**config.mk**
```make
export PLATFORM = sky130hd
export DESIGN_NAME = mem_bus_arbiter
export DESIGN_NICKNAME = d
export VERILOG_FILES = /design/src/rtl/mem_bus_arbiter.sv
export SDC_FILE = /design/constraint.sdc
export NUM_CORES = 1
export LEC_CHECK = 0
export ABC_CLOCK_PERIOD_IN_PS = 2100
export CAP_MARGIN = 30
export CELL_PAD_IN_SITES_DETAIL_PLACEMENT = 1
export CELL_PAD_IN_SITES_GLOBAL_PLACEMENT = 1
export CORE_ASPECT_RATIO = 1.1
export CORE_MARGIN = 2
export CORE_UTILIZATION = 32
export DETAILED_ROUTE_END_ITERATION = 6
export PLACE_DENSITY_LB_ADDON = 0.1
export SLEW_MARGIN = 40
export SYNTH_ARGS = -nofsm -noshare
export SYNTH_HDL_FRONTEND = slang
export SYNTH_SLANG_ARGS = --single-unit
```
**constraint.sdc**
```tcl
create_clock -name clk -period 2.1 [get_ports clk]
set_input_delay 0.315 -clock clk [delete_from_list [all_inputs] [get_ports clk]]
set_output_delay 0.315 -clock clk [all_outputs]
set_load 0.005 [all_outputs]
```
**src/rtl/mem_bus_arbiter.sv**
```systemverilog
// Two-master / one-slave memory port arbiter.
// Master 0 is instruction fetch and master 1 is data load/store.
// Data accesses win arbitration, but an aging counter lets a starved fetch through.
// One transaction is in flight at a time.
// A response timeout ends a stuck access with rdata = 0 and a bus error pulse.
module mem_bus_arbiter #(
    parameter int unsigned AW             = 32,
    parameter int unsigned DW             = 32,
    parameter int unsigned STARVE_LIMIT   = 4,
    parameter int unsigned TIMEOUT_CYCLES = 16
) (
    input  logic            clk,
    input  logic            rst_n,
    // master 0: instruction fetch
    input  logic [AW-1:0]   m0_addr_i,
    input  logic            m0_req_valid_i,
    output logic            m0_req_ready_o,
    output logic [DW-1:0]   m0_rdata_o,
    output logic            m0_rsp_valid_o,
    // master 1: data load/store
    input  logic [AW-1:0]   m1_addr_i,
    input  logic [DW-1:0]   m1_wdata_i,
    input  logic            m1_we_i,
    input  logic [DW/8-1:0] m1_wstrb_i,
    input  logic            m1_req_valid_i,
    output logic            m1_req_ready_o,
    output logic [DW-1:0]   m1_rdata_o,
    output logic            m1_rsp_valid_o,
    // slave port
    output logic [AW-1:0]   s_addr_o,
    output logic [DW-1:0]   s_wdata_o,
    output logic            s_we_o,
    output logic [DW/8-1:0] s_wstrb_o,
    output logic            s_req_valid_o,
    input  logic            s_req_ready_i,
    input  logic [DW-1:0]   s_rdata_i,
    input  logic            s_rsp_valid_i,
    // status
    output logic            bus_err_o,
    output logic            hold_flag_o
);

    localparam int unsigned SW  = DW / 8;
    localparam int unsigned SCW = $clog2(STARVE_LIMIT + 1);
    localparam int unsigned TCW = $clog2(TIMEOUT_CYCLES + 1);

    typedef enum logic [1:0] {
        ST_IDLE = 2'd0,
        ST_REQ  = 2'd1,
        ST_RESP = 2'd2
    } state_e;

    state_e          state_q,       state_d;
    logic            owner_q,       owner_d;      // 0 = m0, 1 = m1
    logic [SCW-1:0]  starve_cnt_q,  starve_cnt_d;
    logic [TCW-1:0]  tmo_cnt_q,     tmo_cnt_d;
    logic [AW-1:0]   s_addr_q,      s_addr_d;
    logic [DW-1:0]   s_wdata_q,     s_wdata_d;
    logic            s_we_q,        s_we_d;
    logic [SW-1:0]   s_wstrb_q,     s_wstrb_d;
    logic            s_req_valid_q, s_req_valid_d;
    logic [DW-1:0]   m0_rdata_q,    m0_rdata_d;
    logic [DW-1:0]   m1_rdata_q,    m1_rdata_d;
    logic            m0_rsp_valid_q, m0_rsp_valid_d;
    logic            m1_rsp_valid_q, m1_rsp_valid_d;
    logic            bus_err_q,     bus_err_d;

    logic            is_idle;
    logic            starve_at_limit;
    logic            win_m0;
    logic            win_m1;
    logic [TCW-1:0]  tmo_next;

    // Arbitration: data first, unless fetch has lost STARVE_LIMIT times in a row
    always_comb begin
        starve_at_limit = (starve_cnt_q == SCW'(STARVE_LIMIT));
        win_m1          = m1_req_valid_i && !(m0_req_valid_i && starve_at_limit);
        win_m0          = m0_req_valid_i && !win_m1;
    end

    assign is_idle        = (state_q == ST_IDLE);
    assign m0_req_ready_o = is_idle & win_m0;
    assign m1_req_ready_o = is_idle & win_m1;
    assign hold_flag_o    = (m1_req_valid_i & ~m1_req_ready_o) | (~is_idle & owner_q);
    assign tmo_next       = tmo_cnt_q + TCW'(1);

    // Next-state, slave request capture and response routing
    always_comb begin
        state_d        = state_q;
        owner_d        = owner_q;
        starve_cnt_d   = starve_cnt_q;
        tmo_cnt_d      = tmo_cnt_q;
        s_addr_d       = s_addr_q;
        s_wdata_d      = s_wdata_q;
        s_we_d         = s_we_q;
        s_wstrb_d      = s_wstrb_q;
        s_req_valid_d  = s_req_valid_q;
        m0_rdata_d     = m0_rdata_q;
        m1_rdata_d     = m1_rdata_q;
        m0_rsp_valid_d = 1'b0;
        m1_rsp_valid_d = 1'b0;
        bus_err_d      = 1'b0;

        case (state_q)
            ST_IDLE: begin
                if (win_m1) begin
                    s_addr_d      = m1_addr_i;
                    s_wdata_d     = m1_wdata_i;
                    s_we_d        = m1_we_i;
                    s_wstrb_d     = m1_wstrb_i;
                    s_req_valid_d = 1'b1;
                    owner_d       = 1'b1;
                    state_d       = ST_REQ;
                    // m0 lost this round; m1 cannot win against m0 at the limit, so no overflow
                    if (m0_req_valid_i) begin
                        starve_cnt_d = starve_cnt_q + SCW'(1);
                    end
                end else if (win_m0) begin
                    s_addr_d      = m0_addr_i;
                    s_wdata_d     = '0;
                    s_we_d        = 1'b0;
                    s_wstrb_d     = '0;
                    s_req_valid_d = 1'b1;
                    owner_d       = 1'b0;
                    starve_cnt_d  = '0;
                    state_d       = ST_REQ;
                end
            end

            ST_REQ: begin
                if (s_req_ready_i) begin
                    s_req_valid_d = 1'b0;
                    tmo_cnt_d     = '0;
                    state_d       = ST_RESP;
                end
            end

            ST_RESP: begin
                // A response on the timeout cycle still counts as a normal completion
                if (s_rsp_valid_i) begin
                    if (owner_q) begin
                        m1_rdata_d     = s_rdata_i;
                        m1_rsp_valid_d = 1'b1;
                    end else begin
                        m0_rdata_d     = s_rdata_i;
                        m0_rsp_valid_d = 1'b1;
                    end
                    state_d = ST_IDLE;
                end else if (tmo_next == TCW'(TIMEOUT_CYCLES)) begin
                    if (owner_q) begin
                        m1_rdata_d     = '0;
                        m1_rsp_valid_d = 1'b1;
                    end else begin
                        m0_rdata_d     = '0;
                        m0_rsp_valid_d = 1'b1;
                    end
                    bus_err_d = 1'b1;
                    state_d   = ST_IDLE;
                end else begin
                    tmo_cnt_d = tmo_next;
                end
            end

            default: begin
                state_d = ST_IDLE;
            end
        endcase
    end

    // State and output registers
    always_ff @(posedge clk or negedge rst_n) begin
        if (!rst_n) begin
            state_q        <= ST_IDLE;
            owner_q        <= 1'b0;
            starve_cnt_q   <= '0;
            tmo_cnt_q      <= '0;
            s_addr_q       <= '0;
            s_wdata_q      <= '0;
            s_we_q         <= 1'b0;
            s_wstrb_q      <= '0;
            s_req_valid_q  <= 1'b0;
            m0_rdata_q     <= '0;
            m1_rdata_q     <= '0;
            m0_rsp_valid_q <= 1'b0;
            m1_rsp_valid_q <= 1'b0;
            bus_err_q      <= 1'b0;
        end else begin
            state_q        <= state_d;
            owner_q        <= owner_d;
            starve_cnt_q   <= starve_cnt_d;
            tmo_cnt_q      <= tmo_cnt_d;
            s_addr_q       <= s_addr_d;
            s_wdata_q      <= s_wdata_d;
            s_we_q         <= s_we_d;
            s_wstrb_q      <= s_wstrb_d;
            s_req_valid_q  <= s_req_valid_d;
            m0_rdata_q     <= m0_rdata_d;
            m1_rdata_q     <= m1_rdata_d;
            m0_rsp_valid_q <= m0_rsp_valid_d;
            m1_rsp_valid_q <= m1_rsp_valid_d;
            bus_err_q      <= bus_err_d;
        end
    end

    assign s_addr_o       = s_addr_q;
    assign s_wdata_o      = s_wdata_q;
    assign s_we_o         = s_we_q;
    assign s_wstrb_o      = s_wstrb_q;
    assign s_req_valid_o  = s_req_valid_q;
    assign m0_rdata_o     = m0_rdata_q;
    assign m1_rdata_o     = m1_rdata_q;
    assign m0_rsp_valid_o = m0_rsp_valid_q;
    assign m1_rsp_valid_o = m1_rsp_valid_q;
    assign bus_err_o      = bus_err_q;

endmodule

```
* After elaboration in Yosys (flattened, before gate mapping)
Index checks and enable logic that the tools add are counted.
Word-level totals: register bits 148, latch bits 0, RAM bits 0, memory bits (read-only) 0, input port bits 139, output and inout port bits 140, logic and storage cells 96, memories kept 0
Cells by class: add/sub/neg operators 2, $mul 0, div/mod/pow operators 0, order comparisons 0, equal/unequal tests 10, shift operators 0, multiplexer cells 45, bitwise gates (word level) 8, reduce and logical (&&, ||, !) cells 17
Operators with widths (count):
- $mux 32 | 12
- $mux 1 | 17
- $mux 5 | 3
- $reduce_and 3->1 | 5
- $mux 2 | 5
- $pmux 5 s2 | 1
- $mux 3 | 3
- $mux 4 | 2
- $ne 2x2->1 const B | 4
- $reduce_bool 2->1 | 4
- $pmux 2 s3 | 1
- $add 5x1->5 const B | 1
- $eq 5x5->1 const B | 1
- $and 1x1->1 | 4
- $reduce_and 4->1 | 1
- $add 3x1->3 const B | 1
- $eq 3x3->1 const B | 1
- $logic_and 1x1->1 | 3
- $ne 3x1->1 const B | 1
- $ne 3x3->1 const B | 1
- $not 1->1 | 3
- $eq 2x1->1 const B | 1
- $eq 2x2->1 const B | 1
- $logic_not 1->1 | 2
- other kinds (4) | 4

* Logic depth before layout (Yosys ltp)
word-level depth 9, gate-level depth with buffers 7, mapped depth without buffers 6

* Worst setup path before layout
OpenSTA, ideal clock, no wires.
path kind flip-flop to output port, start point register starve_cnt_q[0], end point output hold_flag_o, arrival 1426 ps, data required time 1785 ps, path slack 359 ps, cell stages (with the launch flop) 8, buffers on the path 1, cells stage by stage dfrtp_1 inv_1 ha_1 nand3_1 nand2_1 nor3_1 buf_2 a21oi_1
Between the ends: word-level cells in the longest chain between the ends 8
Ends and longest elaborated chain:
- from (decl) | RTL line 55 | logic [SCW-1:0] starve_cnt_q, starve_cnt_d;
- from (signal assigned) | RTL line 190 | starve_cnt_q <= starve_cnt_d;
- $eq 3x3->1 | RTL line 76 | starve_at_limit = (starve_cnt_q == SCW'(STARVE_LIMIT));
- $logic_and 1x1->1 | RTL line 77 | win_m1 = m1_req_valid_i && !(m0_req_valid_i && starve_at_limit);
- $logic_not 1->1 | RTL line 77
- $logic_and 1x1->1 | RTL line 77
- $and 1x1->1 | RTL line 83 | assign m1_req_ready_o = is_idle & win_m1;
- net m1_req_ready_o | RTL line 26 | output logic m1_req_ready_o,
- $not 1->1 | RTL line 84 | assign hold_flag_o = (m1_req_valid_i & ~m1_req_ready_o) | (~is_idle & owner_q);
- $and 1x1->1 | RTL line 84
- $or 1x1->1 | RTL line 84
- to (decl) | RTL line 40 | output logic hold_flag_o
The timed path passes the listed nets, and every way through them passes these cells.

* Worst setup path in the final report
start point register starve_cnt_q[0], end point output hold_flag_o
Between the ends: word-level cells in the longest chain between the ends 8
Ends and longest elaborated chain (RTL line):
- $eq 3x3->1 | 76
- $logic_and 1x1->1 | 77
- $logic_not 1->1 | 77
- $logic_and 1x1->1 | 77
- $and 1x1->1 | 83
- $not 1->1 | 84
- $and 1x1->1 | 84
- $or 1x1->1 | 84
No other way between the ends.

==> results.yml <==
routing:
  wl_per_cell_um: 19.6
  via_per_inst: 5.10
  drc: 0
  wl_um: 21000
  antenna_left: 0
  routed-via-count: 5448
  drtIter0Drc: 240
  drtPass1Iterations: 4
worst_hold_path:
  hp-class: "primary input to asynchronous set/reset pin"
logic_synthesis:
  synthesis.instances: 521
  synthesis.nets: 664
  synth_seq_area_share_pct: 58.4
  ys_types: 33
  syn_area_per_cell_um2: 12.2
  syn_area_um2: 6340
  synth-seq-cells: 148
  yosysWarnings: 0
placement:
  dp_hpwl_um: 14700
  io_buffers: 278
  gp_congestion: 0.796
setup_path:
  reg2regPathDepth: 6
  critical_path.endpoint_type: "output port"
  path_cells: "inv_1 -> ha_2 -> nand3_2 -> nand2_2 -> nor3_4 -> a21oi_1 -> dlygate4sd2_1"
  critPathLaunch: "starve_cnt_q[0]$_DFFE_PN0P_"
  path_class: "register to output port"
  r2r_slack_ns: 0.12
  crit_path_start_kind: "register"
  crit_family: "flip-flops"
  reg2reg_from: "tmo_cnt_q[0]$_DFFE_PN0P_"
  r2r-end: "m0_rdata_o[29]$_DFFE_PN0P_"
  path_buf_inv: 2
  cp-endpoint: "hold_flag_o"
  arrival_ns: 1.68
  critPathMaxFanout: 3
  cp_slowest_cell: "dfrtp_1"
  cp.required_ns: 1.78
  worst-path-stages: 7
  cpPeakStageDelay_ns: 0.35
global_route:
  overflow: 0
  grt_max_degree: 81
  track_usage_pct: 19.8
  antenna_found_initial: 0
  grt_pass1_vias: 6058
  grt_pass1_wl_um: 32900
cts:
  clkLatencyLatePin_ns: 0.42
  htreeDepth: 4
  cts.sinks: 148
  path_clk_slew_ns: 0.06
  cts_buffers: 17
  cts_root_buf: "clkbuf_16"
  cts.path.max_buffers: 2
  tritoncts: "yes"
power:
  leakage_nw: 4.22
  ir_drop_mv: 0.557
  powerDensity_nw_per_um2: 1280
die:
  die_y_um: 152
  initial_core_util_pct: 32.2
  io-pin-count: 279
  fp.dieW_um: 138
  rows: 54
  die-area_um2: 21000
  fp.coreArea_um2: 19700
sta:
  skew_ns: 0.00944
  hold_slack_ns: 0.397
  post-route-period-util_pct: 95.0
  clock.fmax_mhz: 501
  setup_violations: 0
  worst_slew_pin_slew_ns: 0.591
  relSlewSlack_pct: 60.6
  hold_viol: 0
  period_needed_ns: 2.00
  drv_slew: 0
finish:
  syn2layout_area_growth_pct: 58.9
  multi_input_area_um2: 2440
  fillers: 2033
  antenna_cells: 0
  drive_gt1_share_pct: 8.70
  regArea_um2: 3700
  post-route-util_pct: 51.2
  finalNetCount: 946
  final_cell_mix: "274 x clkdlybuf4s50_1, 148 x dfrtp_1, 101 x a22o_1, 66 x a21o_1, 43 x nand2_1"
  mostFrequentLayoutCell: "clkdlybuf4s50_1"
flow_run:
  drv_cap: 0
outcome:
  outcome: "finished clean"
## flip-flops by register name, summed over array words and instances (netlist names), 2 cells and up
register,flops
m0_rdata_o,32
m1_rdata_o,32
s_addr_o,32
s_wdata_o,32
tmo_cnt_q,5
s_wstrb_o,4
starve_cnt_q,3
state_q,2
## per-stage QoR
| step | cell area (µm²) | TNS [ns] | instances | setup WS [ns] | power, W |
|---|---|---|---|---|---|
| finish | 10100 | 0 | 1068 | 0.105 | 0.0129 |
| CTS | 10000 | 0 | 1066 | 0.0252 | 0.0131 |
| global route | 10100 | -0.0370 | 1068 | -0.0103 | 0.0138 |
| detailed placement | 9460 | -0.0799 | 1031 | -0.0799 | 0.0101 |
| global placement | 9440 | -0.0601 | 1030 | -0.0601 | 0.00988 |
| floorplan | 6340 | 0 | 521 | 0.359 | 0.00690 |
## Yosys cell counts
library cell	count	share of area [%]
a21bo_1	1	0.16
a21o_1	66	7.8
a21oi_1	2	0.16
a22o_1	101	14
a31o_2	2	0.28
a31oi_1	2	0.20
a31oi_4	1	0.34
a41o_1	1	0.16
buf_1	3	0.18
buf_2	19	1.5
buf_6	5	0.89
clkbuf_1	14	0.83
dfrtp_1	148	58
ha_1	4	0.79
inv_1	5	0.30
mux2i_1	34	5.4
nand2_1	44	2.6
nand2b_1	2	0.20
nand3_1	6	0.47
nand3b_1	3	0.36
nand4_1	1	0.099
nor2_1	4	0.24
nor2_4	1	0.18
nor2b_1	1	0.099
nor3_1	6	0.47
nor3b_1	1	0.12
o21ai_0	38	3.0
o21ai_1	1	0.079
o21bai_1	1	0.12
o22ai_1	1	0.099
or3b_1	1	0.14
or3b_2	1	0.14
xnor2_2	1	0.26
## where the power goes
group	switching [W]	internal, W
registers	0.000730	0.00390
logic	0.00214	0.00328
clock network	0.00132	0.00154
## what timing repair did
item | 4_1_cts | 5_1_grt
pin swaps | 1 | 2
resized for setup | 9 | 1
hold buffers | 1 | 0
setup buffers | 2 | 1
cloned | 0 | 1
endpoints found under the setup margin | 3 | 56
hold endpoints to repair | 45 | 0
## final cells by class
type,count,share of cell area [%]
sequential,148,36.8
timing repair buffer,304,30.3
multi-input combinational,327,24.2
clock buffer,18,4.26
tap,252,3.13
clock inverter,14,1.18
inverter,5,0.186
## per-layer routing
layer  vias to the layer above  GRT usage, %  wire [µm]
met5                         -             0          0
met4                         0          6.02        246
met3                        16          7.54       1950
met2                       213          33.6      10500
met1                      2729          23.5       8330
li1                       2490             -          -
## worst min path at each step
| stage | start | slack [ns] | end |
|---|---|---|---|
| global route | rst_n | 0.43 | m0_rdata_o[29]$_DFFE_PN0P_ |
| floorplan | rst_n | 0.02 | bus_err_o$_DFF_PN0_ |
| detailed placement | rst_n | 0.29 | m0_rdata_o[29]$_DFFE_PN0P_ |
| global placement | rst_n | 0.28 | m0_rdata_o[29]$_DFFE_PN0P_ |
| finish | rst_n | 0.40 | m0_rdata_o[29]$_DFFE_PN0P_ |
| CTS | rst_n | 0.41 | m0_rdata_o[29]$_DFFE_PN0P_ |
## logic make-up (layout without fill, tap and decap cells)
family	count (synthesis)	count (layout)	share of synthesized area (%)
and+or+nand+nor	71	71	5.11
DFF	148	148	58.4
adders and majority gates	4	4	0.790
AOI/OAI and AO/OA	217	217	26.4
muxes	34	34	5.37
xor gates and xnor gates	1	1	0.257
buffers and inverters	46	341	3.69
No activity file was read; power rests on OpenSTA's default activity.
